## src/rtl/program_sequencer_pkg.sv

```systemverilog
// Shared types and constants for the program sequencer and its program RAM.
package program_sequencer_pkg;

    localparam int unsigned DEFAULT_ADDR_W  = 5;
    localparam int unsigned DEFAULT_TIMEOUT = 7;
    localparam int unsigned WORD_W          = 16;

    localparam int unsigned OP_MSB = 15;
    localparam int unsigned OP_LSB = 13;
    localparam logic [OP_MSB-OP_LSB:0] OP_MVI = 3'b001;

    typedef enum logic [2:0] {
        ST_IDLE  = 3'd0,
        ST_FETCH = 3'd1,
        ST_EXEC  = 3'd2,
        ST_END   = 3'd3,
        ST_FAULT = 3'd4
    } state_t;

endpackage

```

## src/rtl/program_sequencer_prog_ram.sv

```systemverilog
// Program store: synchronous write, asynchronous read.
module prog_ram
    import program_sequencer_pkg::*;
#(
    parameter int unsigned ADDR_W = DEFAULT_ADDR_W
) (
    input  logic              Clock,
    input  logic              wr_en,
    input  logic [ADDR_W-1:0] wr_addr,
    input  logic [WORD_W-1:0] wr_data,
    input  logic [ADDR_W-1:0] rd_addr,
    output logic [WORD_W-1:0] rd_data_c
);

    localparam int unsigned DEPTH = 1 << ADDR_W;

    logic [WORD_W-1:0] mem [DEPTH];

    always_ff @(posedge Clock) begin
        if (wr_en) begin
            mem[wr_addr] <= wr_data;
        end
    end

    assign rd_data_c = mem[rd_addr];

endmodule

```

## src/rtl/program_sequencer.sv

```systemverilog
// Feeds instruction and mvi immediate words to the core, stepping on Done,
// with a last-address stop and a fault on protocol violations or core stalls.
module program_sequencer
    import program_sequencer_pkg::*;
#(
    parameter int unsigned ADDR_W  = DEFAULT_ADDR_W,
    parameter int unsigned TIMEOUT = DEFAULT_TIMEOUT
) (
    input  logic              Clock,
    input  logic              Reset,
    input  logic              LoadEn,
    input  logic [ADDR_W-1:0] LoadAddr,
    input  logic [WORD_W-1:0] LoadData,
    input  logic              Start,
    input  logic [ADDR_W-1:0] LastAddr,
    input  logic              Done,
    output logic [WORD_W-1:0] DIN,
    output logic              Run,
    output logic              Busy,
    output logic              Finished,
    output logic              Fault,
    output logic [ADDR_W-1:0] Pc,
    output logic [WORD_W-1:0] Retired
);

    localparam int unsigned WD_W = $clog2(TIMEOUT + 1);

    state_t            state, next_state;
    logic [ADDR_W-1:0] last_addr, last_next, pc_next;
    logic [WD_W-1:0]   wd, wd_next;
    logic [WORD_W-1:0] retired_next, ram_rd_c;
    logic              stopped_c, is_mvi_c, at_last_c, active_next_c;

    assign stopped_c = (state == ST_IDLE) || (state == ST_END) || (state == ST_FAULT);
    assign is_mvi_c  = (ram_rd_c[OP_MSB:OP_LSB] == OP_MVI);
    assign at_last_c = (Pc == last_addr);

    prog_ram #(.ADDR_W(ADDR_W)) u_ram (
        .Clock     (Clock),
        .wr_en     (LoadEn && stopped_c),
        .wr_addr   (LoadAddr),
        .wr_data   (LoadData),
        .rd_addr   (Pc),
        .rd_data_c (ram_rd_c)
    );

    // The word under Pc goes straight to the core so a same-edge Pc step is seen at once.
    assign DIN = ((state == ST_FETCH) || (state == ST_EXEC)) ? ram_rd_c : '0;

    always_comb begin
        next_state   = state;
        pc_next      = Pc;
        wd_next      = '0;
        retired_next = Retired;
        last_next    = last_addr;
        case (state)
            ST_IDLE, ST_END, ST_FAULT: begin
                if (Start) begin
                    next_state   = ST_FETCH;
                    pc_next      = '0;
                    retired_next = '0;
                    last_next    = LastAddr;
                end
            end
            ST_FETCH: begin
                if (Done) begin
                    next_state = ST_FAULT;
                end else if (is_mvi_c && at_last_c) begin
                    next_state = ST_FAULT;
                end else begin
                    next_state = ST_EXEC;
                    if (is_mvi_c) begin
                        pc_next = Pc + ADDR_W'(1);
                    end
                end
            end
            ST_EXEC: begin
                if (Done) begin
                    if (Retired != '1) begin
                        retired_next = Retired + WORD_W'(1);
                    end
                    if (at_last_c) begin
                        next_state = ST_END;
                    end else begin
                        next_state = ST_FETCH;
                        pc_next    = Pc + ADDR_W'(1);
                    end
                end else begin
                    wd_next = wd + WD_W'(1);
                    if (wd == WD_W'(TIMEOUT - 1)) begin
                        next_state = ST_FAULT;
                    end
                end
            end
            default: next_state = ST_IDLE;
        endcase
    end

    assign active_next_c = (next_state == ST_FETCH) || (next_state == ST_EXEC);

    always_ff @(posedge Clock) begin
        if (Reset) begin
            state     <= ST_IDLE;
            Pc        <= '0;
            wd        <= '0;
            Retired   <= '0;
            last_addr <= '0;
            Run       <= 1'b0;
            Busy      <= 1'b0;
            Finished  <= 1'b0;
            Fault     <= 1'b0;
        end else begin
            state     <= next_state;
            Pc        <= pc_next;
            wd        <= wd_next;
            Retired   <= retired_next;
            last_addr <= last_next;
            Run       <= active_next_c;
            Busy      <= active_next_c;
            Finished  <= (next_state == ST_END) && (state != ST_END);
            Fault     <= (next_state == ST_FAULT);
        end
    end

endmodule

```

## config.mk

```make
export PLATFORM = sky130hd
export DESIGN_NAME = program_sequencer
export DESIGN_NICKNAME = d
export VERILOG_FILES = /design/src/rtl/program_sequencer_pkg.sv /design/src/rtl/program_sequencer_prog_ram.sv /design/src/rtl/program_sequencer.sv
export SDC_FILE = /design/constraint.sdc
export NUM_CORES = 1
export LEC_CHECK = 0
export BUFFER_PORTS_ARGS = -buffer_cell sky130_fd_sc_hd__buf_2
export CORE_ASPECT_RATIO = 0.5
export CORE_UTILIZATION = 55
export CTS_CLUSTER_DIAMETER = 30
export DETAILED_ROUTE_END_ITERATION = 6
export HOLD_SLACK_MARGIN = 0.02
export MAX_ROUTING_LAYER = met4
export PLACE_DENSITY = 0.76
export SYNTH_ARGS = -nofsm -noshare
export SYNTH_HDL_FRONTEND = slang
export SYNTH_SLANG_ARGS = --single-unit
export TNS_END_PERCENT = 50
```

## constraint.sdc

```tcl
create_clock -name Clock -period 8.6 [get_ports Clock]
set_input_delay 2.15 -clock Clock [delete_from_list [all_inputs] [get_ports Clock]]
set_output_delay 2.15 -clock Clock [all_outputs]
set_load 0.005 [all_outputs]
```

==> results.json, run 1 <==
{
  "synth_fa_ha_area_share_pct": 0.2330,
  "grt.total_usage_pct": 26.98,
  "hold_path.class": "register to register",
  "cts_resized": 0,
  "synth-xor-area-share_pct": 0.7747,
  "initial_core_util_pct": 56.66,
  "worstSetupStartpointType": "register",
  "final_nets": 1161,
  "cp_slowest_stage_delay_ns": 1.08,
  "crit_type": "register to primary output",
  "grt_max_degree": 67,
  "cpMostUsedCell": "mux4_2",
  "cellLeakagePower_uw": 0.007656,
  "m1WireLength_um": 19510,
  "final_common_cell": "edfxtp_1",
  "cts.path.max_buffers": 3,
  "worstPathCellList": "buf_4 > mux4_2 > mux4_2 > mux2i_1 > nor2_1 > buf_2",
  "reg2regPathDepth": 7,
  "die_x_um": 281.5,
  "area_delta_synth_final_pct": 14.73,
  "drtIter0Drc": 1518,
  "grt_pass1_wl_um": 73550,
  "die-area_um2": 39900,
  "cts_buffers": 59,
  "fmax_ghz": 0.1644,
  "io_pins": 72,
  "grt_overflow": 0,
  "synth_area_um2": 21480,
  "cts_tree": "done",
  "rsz0062_at_grt": "false",
  "violations": "antenna violations",
  "cts_hold_buf": 0,
  "yosys.area_share.simple_pct": 3.641,
  "tns_ns": 0,
  "seq_area_frac_synth_pct": 75.31,
  "cp.depth": 6,
  "critPathSlowestCell": "dfxtp_4",
  "routed_wl_um": 50990,
  "cts.clk_slew.worst_paths_ns": 0.06,
  "place.gp.congestion": 0.8241,
  "yosysWarnings": 0,
  "syn_area_per_cell_um2": 21.25,
  "ys_seq_elements": 552,
  "die_h_um": 141.7,
  "cp.arrival_ns": 3.93,
  "hold_depth": 1,
  "final_antenna_net_count": 1,
  "syn-num-nets": 1046,
  "fin_crit_ns": 6.081,
  "synth_top_family_by_area": "multiplexers",
  "cts_root_buf": "clkbuf_16",
  "num_vias": 11040,
  "core_area_um2": 37910,
  "path_max_fanout": 66,
  "irDropWorstVdd_mv": 0.1624,
  "wl_per_cell_um": 29.94,
  "critPathBufInv": 2,
  "synth_mux_area_share_pct": 17.95,
  "post-route-period-util_pct": 70.71,
  "met2_length_um": 24660,
  "antenna_found_initial": 1,
  "avgViaCountPerCell": 6.483,
  "status": "finished with violations",
  "final_cell_mix": "512 x edfxtp_1, 160 x mux4_2, 71 x buf_2",
  "synth_compound_area_share_pct": 1.083,
  "grt_pass1_vias": 11150,
  "critical-path-top-delay-family": "multiplexers",
  "htree_levels": 2,
  "route.met3.wl_um": 5416,
  "numPortBuffers": 71,
  "first_pass_iters": 7,
  "hold_violations": 0,
  "worstPathRequired_ns": 6.45,
  "finalInstanceArea_um2": 24640,
  "dp_hpwl_um": 26890,
  "placed_area_um2": 22650,
  "clock_skew_ns": 0.02332,
  "max-slew-margin-rel_pct": 23.50,
  "power_density_nw_per_um2": 236.2,
  "post-route-drc-count": 0,
  "endpoint_kind": "primary output",
  "row_count": 50,
  "post_cts_buffers": 0,
  "setup_violations": 0,
  "netlist_instances": 1011,
  "drive_gt1_share_pct": 33.81,
  "clock_sinks": 552,
  "top_layer_used": "met4",
  "synth.distinct_cells": 44,
  "clkLatencyLatePin_ns": 0.60,
  "slew_violations": 0,
  "maxCapViolCount": 0,
  "worst_pin_slew_ns": 1.148
}
-- metrics by stage --
stage / utilization (%) / total power [uW] / setup WS, ns / hold WS (ns) / instances
3_3_place_gp: 59.75 / 3315 / 3.132 / 0.4290 / 1585
2_1_floorplan: - / 3221 / 3.883 / 0.4173 / 1011
5_1_grt: 64.97 / 5970 / 2.230 / 0.5047 / 1698
4_1_cts: 64.96 / 5840 / 2.403 / 0.4549 / 1697
3_5_place_dp: 59.75 / 3325 / 3.080 / 0.4461 / 1585
6_report: 65.00 / 5819 / 2.519 / 0.4587 / 1703
-- registers in the layout, indices dropped and copies added (netlist names), 3 cells and up, named ones only --
name / flops
Pc: 5
Retired: 16
last_addr: 5
state: 3
u_ram.mem: 512
wd: 3
-- where the power goes --
part	switching [uW]	total, uW	internal [uW]
clock network	1100	2550	1450
registers	33.2	2990	2950
logic	152	286	134
-- final cells by class --
cell class	instances	area [um^2]
sequential	552	16190
fill	2390	13270
multi-input combinational	408	5213
clock buffer	66	1524
tap	520	650.6
timing repair buffer	102	588.1
clock inverter	46	452.9
antenna	6	15.01
inverter	3	11.26
-- final timing paths --
path,startpoint,endpoint,slack [ns]
worst min register to register,wd[0],wd[0],0.46
worst max-delay path,register,DIN[13],2.52
worst min-delay path,wd[0],wd[0],0.46
worst max register to register,register,register,4.01
-- metal layers --
layer  up-vias  track usage (%)
li1       4457                -
met1      5725            36.42
met2       755            42.18
met3       103            5.335
met4         0            8.324
met5         -                -
-- logic make-up after synthesis --
logic type,count (synthesis)
simple gates,164
mux,184
fa+ha+maj,4
flops,552
xor+xnor,19
buf+inv,51
compound gates,37
-- synth_stat cells, drive strengths merged --
master   instances  area (um^2)
edfxtp         512        15370
mux4           160         3603
nor2            75        281.5
dfxtp           40        800.8
nand2           26        97.59
buf             25        118.9
mux2i           24        252.7
clkbuf          23        86.33
nand3           15        75.07
a21oi           14        70.07
xor2            13        113.9
nand2b          10        62.56
nand4            8        50.05
o21ai            6        30.03
xnor2            6        52.55
or3              5        31.28
and3             4        25.02
ha               4        50.05
nand3b           4        30.03
inv              3        11.26
nand4b           3        26.28
nor2b            3        18.77
nor3             3        15.01
o21a             3        22.52
o22ai            3        18.77
a221oi           2        17.52
and4             2        17.52
or3b             2        17.52
or4              2        15.01
a211oi           1        7.510
a21o             1        7.510
a311oi           1        8.760
a31o             1        8.760
a31oi            1        6.260
nand4bb          1        11.26
nor3b            1        7.510
o2111ai          1        8.760
o22a             1        8.760
o31ai            1        7.510
o32a             1        10.01
(Power assumes the default switching activity.)
==> inputs of run 2 (changes only) <==
--- a/config.mk
+++ b/config.mk
@@ -12,7 +12,7 @@
 export DETAILED_ROUTE_END_ITERATION = 6
 export HOLD_SLACK_MARGIN = 0.02
 export MAX_ROUTING_LAYER = met4
-export PLACE_DENSITY = 0.76
+export PLACE_DENSITY = 0.79
 export SYNTH_ARGS = -nofsm -noshare
 export SYNTH_HDL_FRONTEND = slang
 export SYNTH_SLANG_ARGS = --single-unit
==> constraint.sdc (replaced) <==
create_clock -name Clock -period 5.35 [get_ports Clock]
set_input_delay 1.3375 -clock Clock [delete_from_list [all_inputs] [get_ports Clock]]
set_output_delay 1.3375 -clock Clock [all_outputs]
set_load 0.005 [all_outputs]
==> run 2 against run 1 <==
Effect of this change: the flow now finishes without violations; sequential power up 60%; sequential share of layout area decreased by 0.43 points; cell area is 0.65% higher; combinational power up 74%; routed wire length rose by 4.3%; clock skew grew 0.0038 ns.
==> results.json, run 2 (synthesis results as in run 1) <==
{
  "initial_core_util_pct": 56.66,
  "wl_per_cell_um": 31.13,
  "fin_crit_ns": 4.748,
  "grt_max_degree": 68,
  "regMostFlops": "u_ram.mem",
  "maxCapViolCount": 0,
  "worst_r2r_endpoint": "u_ram.mem[8][2]",
  "post-route-period-util_pct": 88.76,
  "grt_pass1_vias": 11430,
  "rsz0062_at_grt": "false",
  "worstPathRequired_ns": 4.01,
  "die_x_um": 281.5,
  "post_cts_buffers": 0,
  "htree_levels": 2,
  "grt_pass1_wl_um": 77630,
  "finalInstanceArea_um2": 24800,
  "grt_overflow": 0,
  "final_cell_mix": "512 x edfxtp_1, 160 x mux4_2, 71 x buf_2",
  "drive_gt1_share_pct": 35.19,
  "die_h_um": 141.7,
  "core_area_um2": 37910,
  "die-area_um2": 39900,
  "clock_sinks": 552,
  "routed_wl_um": 53180,
  "cellLeakagePower_uw": 0.007797,
  "hold_depth": 1,
  "max-slew-margin-rel_pct": 30.76,
  "antenna_cells": 0,
  "first_pass_iters": 5,
  "status": "completed",
  "endpoint_kind": "primary output",
  "reg.largest.list": "u_ram.mem: 512 flops, Retired: 16 flops",
  "multi_input_comb_area_um2": 5167,
  "cts.path.max_buffers": 3,
  "hold_path.class": "register to register",
  "worst_pin_slew_ns": 1.039,
  "timing.rr.start": "state[1]",
  "antenna_found_initial": 0,
  "irDropWorstVdd_mv": 0.3178,
  "dp_hpwl_um": 28020,
  "num_vias": 11410,
  "clock_skew_ns": 0.02709,
  "reg2regPathDepth": 6,
  "clkLatencyLatePin_ns": 0.61,
  "numPortBuffers": 71,
  "rrSetupSlack_ns": 1.72,
  "cts_hold_buf": 0,
  "cts_root_buf": "clkbuf_16",
  "setup_violations": 0,
  "cts_tree": "done",
  "path_max_fanout": 27,
  "final_nets": 1176,
  "final_antenna_net_count": 0,
  "hold_violations": 0,
  "worstSetupStartpointType": "register",
  "final_common_cell": "edfxtp_1",
  "avgViaCountPerCell": 6.681,
  "slew_violations": 0,
  "ff_latch_area_um2": 16190,
  "crit_type": "register to primary output",
  "hold_start": "wd[0]",
  "largest_reg_flops": 512,
  "num-fill-cells": 2306,
  "cts.clk_slew.worst_paths_ns": 0.06,
  "row_count": 50,
  "post-route-drc-count": 0,
  "fmax_ghz": 0.2106,
  "drtIter0Drc": 1434,
  "worst_hold_path.endpoint": "wd[0]",
  "grt.total_usage_pct": 28.55,
  "io_pins": 72,
  "cts_resized": 0,
  "cp.arrival_ns": 3.41,
  "place.gp.congestion": 0.8406,
  "area_delta_synth_final_pct": 15.48,
  "cts_buffers": 57,
  "power_density_nw_per_um2": 385.6,
  "tns_ns": 0,
  "placed_area_um2": 22770
}
run 2: cell count changes in the layout (fill, tap and decap cells not counted), moves of 4 or more:
| cell | previous run | this run |
|---|---|---|
| clkbuf_1 | 6 | 1 |
| buf_4 | 31 | 45 |
| diode_2 | 6 | 0 |
| nor2_4 | 9 | 0 |
| bufinv_16 | 5 | 9 |
| clkinv_1 | 10 | 6 |
| nor2_2 | 23 | 32 |
| inv_8 | 1 | 6 |
run 2: worst max-delay path, cell delays in order (launching register included):
cell     delay [ns]
dfxtp_4        0.72
buf_12         0.28
buf_4          0.24
mux4_2         0.55
mux4_2         0.51
mux2i_1        0.21
nor2_1         0.09
buf_2          0.19
run 2: how the worst max path moves through the flow:
stage	startpoint	end	slack, ns	cells after the start
4_1_cts	register	DIN[5]	0.55	6
2_1_floorplan	register	DIN[10]	1.45	7
6_report	register	DIN[2]	0.60	7
5_1_grt	register	DIN[5]	0.42	6
3_3_place_gp	register	DIN[5]	1.26	6
3_5_place_dp	register	DIN[5]	1.23	6
run 2: power breakdown:
part	internal [uW]	switching, uW	total [uW]	leakage, uW
logic	226	271	498	0.00187
clock network	2450	1830	4280	0.000989
registers	4740	37.3	4780	0.00494
run 2: per-stage QoR:
step           power [uW]  setup WS [ns]  hold slack [ns]  std cells  utilization [%]
2_1_floorplan        5177          1.445           0.4173       1011                -
3_3_place_gp         5339          1.265           0.4282       1602            60.06
3_5_place_dp         5358          1.227           0.4657       1602            60.06
4_1_cts              9595         0.5450           0.4787       1708            65.43
5_1_grt              9800         0.4195           0.4968       1708            65.43
6_report             9564         0.6015           0.4722       1708            65.43
run 2: area by class of cell:
type | count | share of cell area [%]
timing repair buffer | 119 | 3.037
multi-input combinational | 408 | 20.83
sequential | 552 | 65.26
clock inverter | 48 | 2.431
tap | 520 | 2.623
clock buffer | 58 | 5.766
inverter | 3 | 0.04540
run 2: per-layer routing:
metal  global-route usage, %  wire length [um]
met1                   37.76             19330
met2                   43.92             25500
met3                   6.718              6174
met4                   10.35              2180
met5                       -                 0
==> inputs of run 3 (changes only) <==
--- a/config.mk
+++ b/config.mk
@@ -7,13 +7,14 @@
 export LEC_CHECK = 0
 export BUFFER_PORTS_ARGS = -buffer_cell sky130_fd_sc_hd__buf_2
 export CORE_ASPECT_RATIO = 0.5
-export CORE_UTILIZATION = 55
+export CORE_UTILIZATION = 50
 export CTS_CLUSTER_DIAMETER = 30
 export DETAILED_ROUTE_END_ITERATION = 6
 export HOLD_SLACK_MARGIN = 0.02
 export MAX_ROUTING_LAYER = met4
-export PLACE_DENSITY = 0.79
+export PLACE_DENSITY = 0.73
 export SYNTH_ARGS = -nofsm -noshare
 export SYNTH_HDL_FRONTEND = slang
+export SYNTH_HIERARCHICAL = 1
 export SYNTH_SLANG_ARGS = --single-unit
 export TNS_END_PERCENT = 50
==> run 3 against run 2 <==
Effect of this change: die area up 13%; first-iteration DRC count rose by 10%; clock power is 7.9% higher; worst setup slack worse by 0.046 ns; non-clock buffer count increased by 10; highest routed layer unchanged.
==> results.json, run 3 <==
{
  "clkLatencyLatePin_ns": 0.59,
  "first_pass_iters": 5,
  "post-route-period-util_pct": 89.62,
  "synth_mux_area_share_pct": 11.91,
  "synth_top_area_share_pct": 69.28,
  "rsz0062_at_grt": "false",
  "largest_reg_flops": 512,
  "synth_top_area_cell": "edfxtp_1",
  "area_delta_synth_final_pct": 14.89,
  "fin_crit_ns": 4.795,
  "yosys.area_share.simple_pct": 6.055,
  "synth_compound_area_share_pct": 6.123,
  "drive_gt1_share_pct": 16.93,
  "place.gp.congestion": 0.9315,
  "grt_overflow": 0,
  "final_common_cell": "edfxtp_1",
  "io_pins": 72,
  "cellLeakagePower_uw": 0.008247,
  "worst_pin_slew_ns": 1.067,
  "worstSetupStartpointType": "register",
  "wl_per_cell_um": 25.06,
  "clock_skew_ns": 0.02350,
  "synth.most_common_cell": "edfxtp_1",
  "num_vias": 12730,
  "die-area_um2": 45280,
  "irDropWorstVdd_mv": 0.2756,
  "synth-xor-area-share_pct": 0.4341,
  "worstPathRequired_ns": 4.01,
  "hold_path.class": "register to register",
  "cts.clk_slew.worst_paths_ns": 0.05,
  "cp.arrival_ns": 3.46,
  "crit_type": "register to primary output",
  "tns_ns": 0,
  "hold_violations": 0,
  "synth_fa_ha_area_share_pct": 0.2255,
  "final_nets": 1513,
  "synth_common_cells": "512 x edfxtp_1, 263 x mux2i_1, 64 x a22oi_1",
  "endpoint_kind": "primary output",
  "power.share.clock_pct": 46.9,
  "syn_area_per_cell_um2": 16.35,
  "synth_edf_count": 512,
  "synth_area_um2": 22190,
  "antenna_found_initial": 1,
  "maxCapViolCount": 0,
  "cts_tree": "done",
  "reg.largest.list": "u_ram/mem: 512 flops, Retired: 16 flops",
  "regMostFlops": "u_ram/mem",
  "num-fill-cells": 3223,
  "post-route-drc-count": 0,
  "drtIter0Drc": 1580,
  "core_area_um2": 43650,
  "grt.total_usage_pct": 24.21,
  "initial_core_util_pct": 50.84,
  "netlist_instances": 1357,
  "power_density_nw_per_um2": 386.3,
  "seqPwrFrac_pct": 48.1,
  "ff_latch_area_um2": 16080,
  "clock_sinks": 547,
  "multi_input_comb_area_um2": 5509,
  "dp_hpwl_um": 32520,
  "stdcell_count": 2119,
  "cts.path.max_buffers": 3,
  "yosysWarnings": 6,
  "grt_pass1_wl_um": 77360,
  "post_cts_buffers": 0,
  "status": "completed",
  "row_count": 54,
  "die_x_um": 299.9,
  "grt_pass1_vias": 12380,
  "final_antenna_net_count": 0,
  "p_sw_uw": 2130,
  "p_comb_share_pct": 5.0,
  "synth.distinct_cells": 58,
  "async_flop_share_pct": 0,
  "grt_max_degree": 91,
  "cts_hold_buf": 0,
  "setup_violations": 0,
  "avgViaCountPerCell": 6.006,
  "final_cell_mix": "512 x edfxtp_1, 263 x mux2i_1, 71 x buf_2",
  "cts_root_buf": "clkbuf_16",
  "swShare_pct": 21.62,
  "p_int_uw": 7720,
  "ys_seq_elements": 547,
  "hold-worst-slack_ns": 0.4503,
  "synth_top_family_by_area": "multiplexers",
  "max-slew-margin-rel_pct": 28.84,
  "slew_violations": 0,
  "synth_area_leaders": "edfxtp_1 69%, mux2i_1 12%, dfxtp_1 3.2%, a22oi_1 2.2%, a22o_1 1.3%",
  "numPortBuffers": 71,
  "fmax_ghz": 0.2086,
  "cts_buffers": 66,
  "cts_resized": 0,
  "die_h_um": 151.0,
  "syn-num-nets": 1392,
  "htree_levels": 3,
  "dp.cells": 1998,
  "seq_area_frac_synth_pct": 72.44,
  "path_max_fanout": 25,
  "routed_wl_um": 53100,
  "synthFlopType": "edfxtp_1"
}
[run 3: changes by cell type in the layout (fill, tap and decap cells not counted), sizes merged, moves of 13 or more]
cell	change
clkbuf	+13
mux2i	+239
and2	+19
mux4	-160
nor3	+17
nand3	+34
a22oi	+64
a22o	+32
nand2	+19
nand4	+13
a21oi	+36
a31oi	+16
nor2	-20
[run 3: per-stage QoR]
| step | util, % | setup slack, ns | area, um^2 | power, uW |
|---|---|---|---|---|
| after floorplan | - | 2.139 | 22190 | 5150 |
| after CTS | 58.41 | 0.6187 | 25490 | 9904 |
| after detailed placement | 53.12 | 1.222 | 23180 | 5312 |
| final | 58.41 | 0.5551 | 25500 | 9850 |
| after global routing | 58.41 | 0.4701 | 25500 | 10110 |
| after global placement | 53.12 | 1.444 | 23180 | 5300 |
[run 3: path summary, 6_finish.rpt]
| check | startpoint | to | slack, ns | depth (start not counted) |
|---|---|---|---|---|
| min reg2reg | wd[0] | wd[0] | 0.45 | 1 |
| min | wd[0] | wd[0] | 0.45 | 1 |
| max | Pc[1] | DIN[11] | 0.56 | 8 |
| max reg2reg | Pc[1] | Pc[1] | 1.08 | 11 |
[run 3: power groups by stage]
stage,Sequential (uW),Combinational (uW),Clock (uW)
2_1_floorplan,4810,339,0
3_3_place_gp,4820,478,0
3_5_place_dp,4820,488,0
4_1_cts,4730,491,4680
5_1_grt,4730,525,4850
6_report,4730,494,4620
[run 3: layer usage]
layer	wire (um)	vias up	GRT usage, %
li1	-	5605	-
met1	21100	6350	31.06
met2	25250	668	37.88
met3	5167	103	5.680
met4	1586	0	9.005
met5	0	-	-
[run 3: critical path, stage by stage (launching register included)]
cell and delay, ns:
dfxtp_1 0.64, nor2b_4 0.70, buf_4 0.37, buf_4 0.33, a22oi_1 0.17, a31oi_1 0.30, nand3_1 0.09, and2_1 0.14
buf_2 0.12
[run 3: cell type report]
type,count,share of cell area (%)
antenna,1,0.009815
multi-input combinational,729,21.61
inverter,5,0.07361
sequential,547,63.07
clock buffer,71,6.802
timing repair buffer,129,3.298
clock inverter,49,2.257
tap,588,2.886
[run 3: cell families (layout without fill, tap and decap cells)]
kind of cell               count (synthesis)  after routing
AOI/OAI and AO/OA                        193            193
xor gates and xnor gates                  11             11
adders and majority gates                  4              4
and+or+nand+nor                          257            257
buffers and inverters                     81            254
other                                      0              1
DFF                                      547            547
muxes                                    264            264
